$ cat src/rtl/execute_stage.sv
// EX stage of the RV64 pipeline: operand forwarding, ALU, branch/jump resolve, EX/MEM register.
// Optional iterative MUL unit enabled by defining EXECUTE_MUL_EN.
module execute_stage #(
  parameter int XLEN = 64
) (
  input  logic            clk,
  input  logic            rst_n,
  input  logic            reg_write_e,
  input  logic            result_src_e,
  input  logic            mem_write_e,
  input  logic            jump_e,
  input  logic            branch_e,
  input  logic [2:0]      alu_control_e,
  input  logic            alu_src_e,
  input  logic            mul_e,
  input  logic [XLEN-1:0] rd1_e,
  input  logic [XLEN-1:0] rd2_e,
  input  logic [XLEN-1:0] pc_e,
  input  logic [XLEN-1:0] pc_plus4_e,
  input  logic [XLEN-1:0] imm_ext_e,
  input  logic [4:0]      rd_e,
  input  logic [1:0]      forward_a_e,
  input  logic [1:0]      forward_b_e,
  input  logic [XLEN-1:0] result_w,
  input  logic            flush_e,
  output logic            pc_src_e,
  output logic [XLEN-1:0] pc_target_e,
  output logic            stall_e,
  output logic            reg_write_m,
  output logic            result_src_m,
  output logic            mem_write_m,
  output logic [XLEN-1:0] alu_result_m,
  output logic [XLEN-1:0] write_data_m,
  output logic [XLEN-1:0] pc_plus4_m,
  output logic [4:0]      rd_m
);

  localparam int SHW = $clog2(XLEN);

  logic [XLEN-1:0] src_a;
  logic [XLEN-1:0] src_b;
  logic [XLEN-1:0] write_data;
  logic [XLEN-1:0] alu_result;
  logic [XLEN-1:0] exec_result;
  logic            slt;

  always_comb begin
    case (forward_a_e)
      2'b01:   src_a = result_w;
      2'b10:   src_a = alu_result_m;
      default: src_a = rd1_e;
    endcase
    case (forward_b_e)
      2'b01:   write_data = result_w;
      2'b10:   write_data = alu_result_m;
      default: write_data = rd2_e;
    endcase
    src_b = alu_src_e ? imm_ext_e : write_data;
  end

  assign slt = $signed(src_a) < $signed(src_b);

  always_comb begin
    case (alu_control_e)
      3'b000:  alu_result = src_a + src_b;
      3'b001:  alu_result = src_a - src_b;
      3'b010:  alu_result = src_a & src_b;
      3'b011:  alu_result = src_a | src_b;
      3'b100:  alu_result = src_a ^ src_b;
      3'b101:  alu_result = {{(XLEN-1){1'b0}}, slt};
      3'b110:  alu_result = src_a << src_b[SHW-1:0];
      default: alu_result = src_a >> src_b[SHW-1:0];
    endcase
  end

  // Redirect is left ungated by flush; the hazard unit qualifies it.
  assign pc_src_e    = jump_e | (branch_e & (alu_result == '0));
  assign pc_target_e = pc_e + imm_ext_e;

`ifdef EXECUTE_MUL_EN
  typedef enum logic [1:0] {S_IDLE, S_RUN, S_DONE} mul_state_t;

  mul_state_t      state_q, state_d;
  logic [SHW-1:0]  cnt_q, cnt_d;
  logic [XLEN-1:0] mcand_q, mcand_d;
  logic [XLEN-1:0] mplr_q, mplr_d;
  logic [XLEN-1:0] acc_q, acc_d;
  logic            mul_done;

  always_comb begin
    state_d  = state_q;
    cnt_d    = cnt_q;
    mcand_d  = mcand_q;
    mplr_d   = mplr_q;
    acc_d    = acc_q;
    stall_e  = 1'b0;
    mul_done = 1'b0;
    case (state_q)
      S_IDLE: begin
        if (mul_e && !flush_e) begin
          state_d = S_RUN;
          mcand_d = src_a;
          mplr_d  = src_b;
          acc_d   = '0;
          cnt_d   = '0;
          stall_e = 1'b1;
        end
      end
      S_RUN: begin
        stall_e = 1'b1;
        if (flush_e) begin
          state_d = S_IDLE;
        end else begin
          // Only the low XLEN product bits are kept, so the accumulator never widens.
          if (mplr_q[0]) acc_d = acc_q + mcand_q;
          mcand_d = mcand_q << 1;
          mplr_d  = mplr_q >> 1;
          cnt_d   = cnt_q + 1'b1;
          if (cnt_q == SHW'(XLEN-1)) state_d = S_DONE;
        end
      end
      S_DONE: begin
        mul_done = !flush_e;
        state_d  = S_IDLE;
      end
      default: state_d = S_IDLE;
    endcase
  end

  always_ff @(posedge clk) begin
    if (!rst_n) begin
      state_q <= S_IDLE;
      cnt_q   <= '0;
      mcand_q <= '0;
      mplr_q  <= '0;
      acc_q   <= '0;
    end else begin
      state_q <= state_d;
      cnt_q   <= cnt_d;
      mcand_q <= mcand_d;
      mplr_q  <= mplr_d;
      acc_q   <= acc_d;
    end
  end

  assign exec_result = mul_done ? acc_q : alu_result;
`else
  logic unused_mul;
  assign unused_mul  = mul_e;
  assign stall_e     = 1'b0;
  assign exec_result = alu_result;
`endif

  always_ff @(posedge clk) begin
    if (!rst_n || flush_e || stall_e) begin
      reg_write_m  <= 1'b0;
      result_src_m <= 1'b0;
      mem_write_m  <= 1'b0;
      alu_result_m <= '0;
      write_data_m <= '0;
      pc_plus4_m   <= '0;
      rd_m         <= '0;
    end else begin
      reg_write_m  <= reg_write_e;
      result_src_m <= result_src_e;
      mem_write_m  <= mem_write_e;
      alu_result_m <= exec_result;
      write_data_m <= write_data;
      pc_plus4_m   <= pc_plus4_e;
      rd_m         <= rd_e;
    end
  end

endmodule

$ cat config.mk
export PLATFORM = sky130hd
export DESIGN_NAME = execute_stage
export DESIGN_NICKNAME = d
export VERILOG_FILES = /design/src/rtl/execute_stage.sv
export SDC_FILE = /design/constraint.sdc
export NUM_CORES = 2
export LEC_CHECK = 0
export ABC_AREA = 0
export ABC_CLOCK_PERIOD_IN_PS = 15100
export CORE_MARGIN = 10
export CORE_UTILIZATION = 40
export DETAILED_ROUTE_END_ITERATION = 7
export DONT_BUFFER_PORTS = 1
export PLACE_DENSITY = 0.54
export SYNTH_ARGS = -nofsm -noshare
export SYNTH_HDL_FRONTEND = slang
export SYNTH_SLANG_ARGS = --single-unit
$ cat constraint.sdc
create_clock -name clk -period 15.1 [get_ports clk]
set_input_delay 0.755 -clock clk [delete_from_list [all_inputs] [get_ports clk]]
set_output_delay 0.755 -clock clk [all_outputs]
set_load 0.01 [all_outputs]
# --- Yosys cells after proc, flatten, opt, wreduce, memory -nomap -nowiden ---
# Cells that the tools add are included.
word_totals:
  reg_bits: 200
  latch_bits: 0
  ramBits: 0
  mem_bits_ro: 0
  word_cells: 36
  n_memories: 0
op_classes:
  add_sub_neg: 3
  mul: 0
  div_mod_pow: 0
  n_lt_le_gt_ge: 1
  eq_ne: 10
  n_shift: 2
  n_mux: 4
  n_bitwise: 5
  reduce_logical: 4
op_table:
  columns: ["cell", "count"]
  rows:
  - ["64-bit case mux with 7 select lines", 1]
  - ["64-bit case mux with 2 select lines", 2]
  - ["64-bit adder", 2]
  - ["64-bit AND", 1]
  - ["64-bit logical NOT", 1]
  - ["64-bit < comparator", 1]
  - ["64-bit 2-to-1 mux", 1]
  - ["64-bit bitwise OR", 1]
  - ["64-bit by 6-bit left shift with 64-bit output", 1]
  - ["64-bit by 6-bit >> shifter with 64-bit output", 1]
  - ["64-bit subtractor", 1]
  - ["64-bit bitwise XOR", 1]
  - ["3-bit == test (second input constant)", 3]
  - ["3-bit by 2-bit == test with 1-bit output (second input constant)", 2]
  - ["2-bit by 1-bit == test with 1-bit output (second input constant)", 2]
  - ["2-bit == test (second input constant)", 2]
  - ["3-bit by 1-bit == test with 1-bit output (second input constant)", 1]
  - ["3-bit logical NOT", 1]
  - ["1-bit AND", 1]
  - ["1-bit logical NOT", 1]
  - ["1-bit logical OR", 1]
  - ["1-bit bitwise OR", 1]

# --- Longest topological paths before layout ---
depth:
  depth_word: 8
  mapped_depth: 26
  ltp_nobuf: 21

# --- Least setup slack after synthesis ---
# OpenSTA, ideal clock, no wires.
synth_timing:
  kind: "input to output"
  from: "input forward_b_e[0]"
  to: "output pc_src_e"
  t_arrival_ns: 6.576
  path_slack_ns: 7.769
  stages: 25
  cell_sequence: "inv_1 > ha_1 > buf_6 > a221oi_1 > o31a_1 > buf_2 > clkbuf_1 > clkbuf_1 > buf_2 > buf_2 > buf_1 > ha_1 > nand2b_1 > o2111ai_2 > a31oi_1 > o21a_2 > a31o_2 > a31oi_1 > o41a_1 > a221oi_1 > o211ai_1 > or4b_1 > or4_1 > nor4_1 > a21o_1"
synth_via:
  elab_chain_len: 8
  elab_cells_between_ends: 16
  classes_between: "add/sub (2); order compare (1); eq/ne (2); shift (2); mux (3); bitwise (5); reduce/logical (1)"
synth_rtl:
  columns: ["item", "line", "rtl"]
  rows:
  - ["from (decl)", "23", "input logic [1:0] forward_b_e,"]
  - ["2-bit == test or 2-bit by 1-bit == test with 1-bit output (tied branches)", "53", "case (forward_b_e)"]
  - ["64-bit case mux with 2 select lines *", "53", null]
  - ["64-bit 2-to-1 mux *", "58", "src_b = alu_src_e ? imm_ext_e : write_data;"]
  - ["64-bit subtractor (tied with other cells)", "66", "3'b001: alu_result = src_a - src_b;"]
  - ["64-bit case mux with 7 select lines *", "64", "case (alu_control_e)"]
  - ["64-bit logical NOT *", "77", "assign pc_src_e = jump_e | (branch_e & (alu_result == '0));"]
  - ["1-bit AND *", "77", null]
  - ["1-bit bitwise OR *", "77", null]
  - ["to (decl)", "26", "output logic pc_src_e,"]
# Every way passes the cells marked *; elsewhere a longest branch is shown, timed or not.

# --- Worst setup path after layout ---
layout_timing:
  from: "input forward_a_e[1]"
  to: "output pc_src_e"
layout_via:
  elab_chain_len: 7
  elab_cells_between_ends: 15
  classes_between: "add/sub (2); order compare (1); eq/ne (2); shift (2); mux (2); bitwise (5); reduce/logical (1)"
layout_rtl:
  columns: ["item", "line", "rtl"]
  rows:
  - ["from (decl)", "22", "input logic [1:0] forward_a_e,"]
  - ["2-bit == test or 2-bit by 1-bit == test with 1-bit output (tied branches)", "48", "case (forward_a_e)"]
  - ["64-bit case mux with 2 select lines *", "48", null]
  - ["64-bit subtractor (tied with other cells)", "66", null]
  - ["64-bit case mux with 7 select lines *", "64", null]
  - ["64-bit logical NOT *", "77", null]
  - ["1-bit AND *", "77", null]
  - ["1-bit bitwise OR *", "77", null]
# Marks and branches as above.

==> metrics.log <==
INFO  metric worstPathArrival = 9.34 ns
INFO  metric hp-class = input port to flip-flop
INFO  metric yosys.cell_types.count = 109
INFO  metric p_leak = 0.0133 uW
INFO  metric die-width = 301 um
INFO  metric outcome = completed
INFO  metric number_of_antenna_violations_at_the_first_check_in_global_routing = 55
INFO  metric synth_area = 31,600 um2
INFO  metric die-height = 301 um
INFO  metric setup.worst_path.end_class = output pin
INFO  metric clk_transition_reported_paths = 0.10 ns
INFO  metric final_util = 42.1%
INFO  metric crit_path_start = forward_a_e[1]
INFO  metric worst_ir_drop_vdd = 0.0973 mV
INFO  metric final_hold_viol_count = 0
INFO  metric fmax = 99.1 MHz
INFO  metric num_vias = 40,500
INFO  metric core = 78,600 um2
INFO  metric met3WireLength = 36.0 mm
INFO  metric maximum_capacitance_violations = 0
INFO  metric worst_slack_on_hold_paths = 0.326 ns
INFO  metric area.sequential = 4000 um2
INFO  metric pwr_density_cell = 109 nW/um2
INFO  metric track_usage = 46.2%
INFO  metric worst-r2r-cell-count = 15
INFO  metric ctsHtreeMaxLevel = 4
INFO  metric drtAntennaViolNets = 0
INFO  metric yosys_register_bits = 200
INFO  metric clock_insertion_delay_worst_skew = 0.56 ns
INFO  metric layout-area-overhead-vs-synth = 4.59%
INFO  metric dieArea = 90,700 um2
INFO  metric synthesis.nets = 5,204
INFO  metric final_layout_size_suffix_gt1_share = 6.57%
INFO  metric dr.first_iter.drc_count = 7,148
INFO  metric cp_max_fo = 33
INFO  metric grt_remaining_overflow = 0
INFO  metric synth_top_area_cell = sky130_fd_sc_hd__dfxtp_1
INFO  metric detail_route.wirelength.met1 = 84.0 mm
INFO  metric tritoncts_num_sinks = 200
INFO  metric synth_commonest_cells = 517 x sky130_fd_sc_hd__nor2_1, 401 x sky130_fd_sc_hd__a21oi_1, 310 x sky130_fd_sc_hd__nand2_1
INFO  metric buffer_ports.inserted = 0
INFO  metric fin_skew = 0.0379 ns
INFO  metric worst-slew-pin-transition = 1.45 ns
INFO  metric synth_enable_flop_cells = 0
INFO  metric endpoint = pc_src_e
INFO  metric setup_viol = 0
INFO  metric place.detailed.hpwl = 181 mm
INFO  metric holdBufCountCts = 0
INFO  metric grt_setup_unrepaired = false
INFO  metric worst_slew_margin_rel = 3.32%
INFO  metric finalWeightedCongestion = 1.14
INFO  metric synth.yosys.seq_area_share = 12.7%
INFO  metric synth.area.top_cells = sky130_fd_sc_hd__dfxtp_1 13%, sky130_fd_sc_hd__ha_1 11%, sky130_fd_sc_hd__mux2i_1 7.3%
INFO  metric layout.filler_cells = 8,500
INFO  metric synth.yosys.warnings = 0
INFO  metric routed-wl-met2 = 89.6 mm
INFO  metric first_global_vias = 35,800
INFO  metric viasPerCell = 7.48
INFO  metric finalCriticalPeriod = 10.10 ns
INFO  metric path_class = input port to output pin
INFO  metric postRouteWirelength = 225 mm
INFO  metric worst-r2r-setup-slack = 7.92 ns
INFO  metric post_cts_resize_count = 0
INFO  metric cp_data_required_time = 14.35 ns
INFO  metric cts_made_buffers = 17
INFO  metric final_min_period_over_clock_period = 66.9%
INFO  metric starting_utilization_of_the_core_area = 40.2%
INFO  metric total_area_of_multi_input_combinational_cells = 25,400 um2
INFO  metric launching_point_of_the_worst_reg2reg_path = alu_result_m[5]
INFO  metric wl_per_cell = 41.6 um
INFO  metric postCtsSetupRepairBufs = 0
INFO  metric tritoncts = yes
INFO  metric post_synth_inst_count = 4,511
INFO  metric top_layer = met5
INFO  metric cts-root-to-sink-buffers = 2
INFO  metric clock-root-buffer = sky130_fd_sc_hd__clkbuf_16
INFO  metric synth_top_area_share = 12.7%
INFO  metric syn_avg_cell_area = 7.01 um2
INFO  metric num-nets-final = 5,000
INFO  metric grt_pass1_wl = 299 mm
INFO  metric drc_errors = 0
INFO  metric synthFlopType = sky130_fd_sc_hd__dfxtp_1
INFO  metric tns = 0 ns
INFO  metric cp-start-kind = input port
INFO  metric synth_most_common_cell = sky130_fd_sc_hd__nor2_1
INFO  metric ioPinCount = 672
INFO  metric first_pass_iters = 6
INFO  metric finalMaxSlewViolations = 0
INFO  metric pin_count_of_the_biggest_net_entering_global_routing = 135
INFO  metric postSynth.asyncResetShare = 0%
INFO  metric regToRegEndpoint = alu_result_m[62]
INFO  metric fp-row-count = 103
==> stage by stage <==
stage          power (uW)  setup slack, ns  area [um2]  cells
2_1_floorplan        2080             7.77       31600   4511
3_3_place_gp         2900             5.65       32300   5338
3_5_place_dp         2890             5.68       32300   5338
4_1_cts              3450             5.64       33000   5370
5_1_grt              3680             5.27       33100   5401
6_report             3610             5.00       33100   5408
==> sequential cells by signal, summed over array words and instances, names as in the netlist <==
signal        count
alu_result_m     64
mem_write_m       1
pc_plus4_m       64
rd_m              5
reg_write_m       1
result_src_m      1
write_data_m     64
==> metal layers <==
layer | vias up | track usage (%)
li1 | 16500 | -
met1 | 19700 | 56.6
met2 | 3450 | 64.5
met3 | 744 | 22.7
met4 | 38 | 26.8
met5 | - | 0
==> layout by cell type (no fill, tap or decap), types with 18 or more instances in the layout <==
| cell type | instances |
|---|---|
| sky130_fd_sc_hd__nor2_1 | 510 |
| sky130_fd_sc_hd__a21oi_1 | 401 |
| sky130_fd_sc_hd__nand2_1 | 310 |
| sky130_fd_sc_hd__o21ai_0 | 306 |
| sky130_fd_sc_hd__ha_1 | 280 |
| sky130_fd_sc_hd__mux2i_1 | 231 |
| sky130_fd_sc_hd__inv_1 | 218 |
| sky130_fd_sc_hd__dfxtp_1 | 200 |
| sky130_fd_sc_hd__o22ai_1 | 177 |
| sky130_fd_sc_hd__a22oi_1 | 161 |
| sky130_fd_sc_hd__and2_1 | 108 |
| sky130_fd_sc_hd__buf_4 | 99 |
| sky130_fd_sc_hd__nor3_1 | 95 |
| sky130_fd_sc_hd__nand3_1 | 74 |
| sky130_fd_sc_hd__xnor2_1 | 71 |
| sky130_fd_sc_hd__a221o_1 | 67 |
| sky130_fd_sc_hd__o211ai_1 | 66 |
| sky130_fd_sc_hd__a21o_1 | 58 |
| sky130_fd_sc_hd__a211oi_1 | 53 |
| sky130_fd_sc_hd__o221ai_1 | 45 |
| sky130_fd_sc_hd__nor2b_1 | 42 |
| sky130_fd_sc_hd__a221oi_1 | 42 |
| sky130_fd_sc_hd__diode_2 | 38 |
| sky130_fd_sc_hd__nand2b_1 | 38 |
| sky130_fd_sc_hd__nand4_1 | 37 |
| sky130_fd_sc_hd__o21ai_2 | 36 |
| sky130_fd_sc_hd__nor4_1 | 34 |
| sky130_fd_sc_hd__a31oi_1 | 31 |
| sky130_fd_sc_hd__o21a_1 | 31 |
| sky130_fd_sc_hd__o31ai_1 | 31 |
| sky130_fd_sc_hd__o21bai_1 | 28 |
| sky130_fd_sc_hd__and3_1 | 25 |
| sky130_fd_sc_hd__o21ai_1 | 21 |
| sky130_fd_sc_hd__xor2_1 | 19 |
| sky130_fd_sc_hd__or3_1 | 18 |
==> kinds of logic (layout without fill, tap and decap cells) <==
group / count (synthesis) / after routing / share of synthesized area, %
DFF: 200 / 200 / 12.7
AOI/OAI and AO/OA: 1762 / 1762 / 37.6
muxes: 252 / 252 / 8.20
other: 1 / 39 / 0.0119
adders and majority gates: 287 / 287 / 11.4
xor gates and xnor gates: 90 / 90 / 2.49
buffers and inverters: 550 / 359 / 7.36
and+or+nand+nor: 1369 / 1369 / 20.3
==> how the worst min path moves through the flow <==
| stage | startpoint | end | slack (ns) | cells after the start |
|---|---|---|---|---|
| 5_1_grt | pc_plus4_e[59] | pc_plus4_m[59] | 0.31 | 1 |
| 4_1_cts | pc_plus4_e[48] | pc_plus4_m[48] | 0.31 | 1 |
| 6_report | pc_plus4_e[63] | pc_plus4_m[63] | 0.33 | 1 |
| 2_1_floorplan | alu_result_m[1] | write_data_m[1] | 0.68 | 2 |
| 3_5_place_dp | alu_result_m[40] | write_data_m[40] | 0.83 | 4 |
| 3_3_place_gp | alu_result_m[40] | write_data_m[40] | 0.82 | 4 |
==> cell type report <==
cell class | instances | share of cell area [%]
Antenna cell | 38 | 0.288
Multi-Input combinational cell | 3761 | 76.8
Clock inverter | 15 | 0.685
Timing Repair Buffer | 99 | 2.25
Inverter | 228 | 2.61
Clock buffer | 17 | 1.29
Sequential cell | 200 | 12.1
Tap cell | 1050 | 3.97
==> where the power goes <==
part	switching, uW	internal, uW
Combinational	1740	692
Clock	320	238
Sequential	66.7	559
==> critical path, cell delays in order <==
cell	delay [ns]
sky130_fd_sc_hd__inv_1	0.04
sky130_fd_sc_hd__ha_2	0.68
sky130_fd_sc_hd__buf_4	0.55
sky130_fd_sc_hd__a22oi_1	0.13
sky130_fd_sc_hd__o21ai_0	0.85
sky130_fd_sc_hd__inv_1	0.33
sky130_fd_sc_hd__fa_1	0.52
sky130_fd_sc_hd__o21bai_1	0.25
sky130_fd_sc_hd__o2111ai_2	0.22
sky130_fd_sc_hd__a31oi_1	0.71
sky130_fd_sc_hd__o21ai_0	0.42
sky130_fd_sc_hd__o2111ai_1	0.87
sky130_fd_sc_hd__nand4bb_1	0.50
sky130_fd_sc_hd__a21oi_1	0.32
sky130_fd_sc_hd__o311ai_1	0.11
sky130_fd_sc_hd__a211o_1	0.34
sky130_fd_sc_hd__or4b_1	0.55
sky130_fd_sc_hd__or4_1	0.48
sky130_fd_sc_hd__nor4_1	0.37
sky130_fd_sc_hd__a21o_1	0.26
No activity file was read; power rests on OpenSTA's default activity.
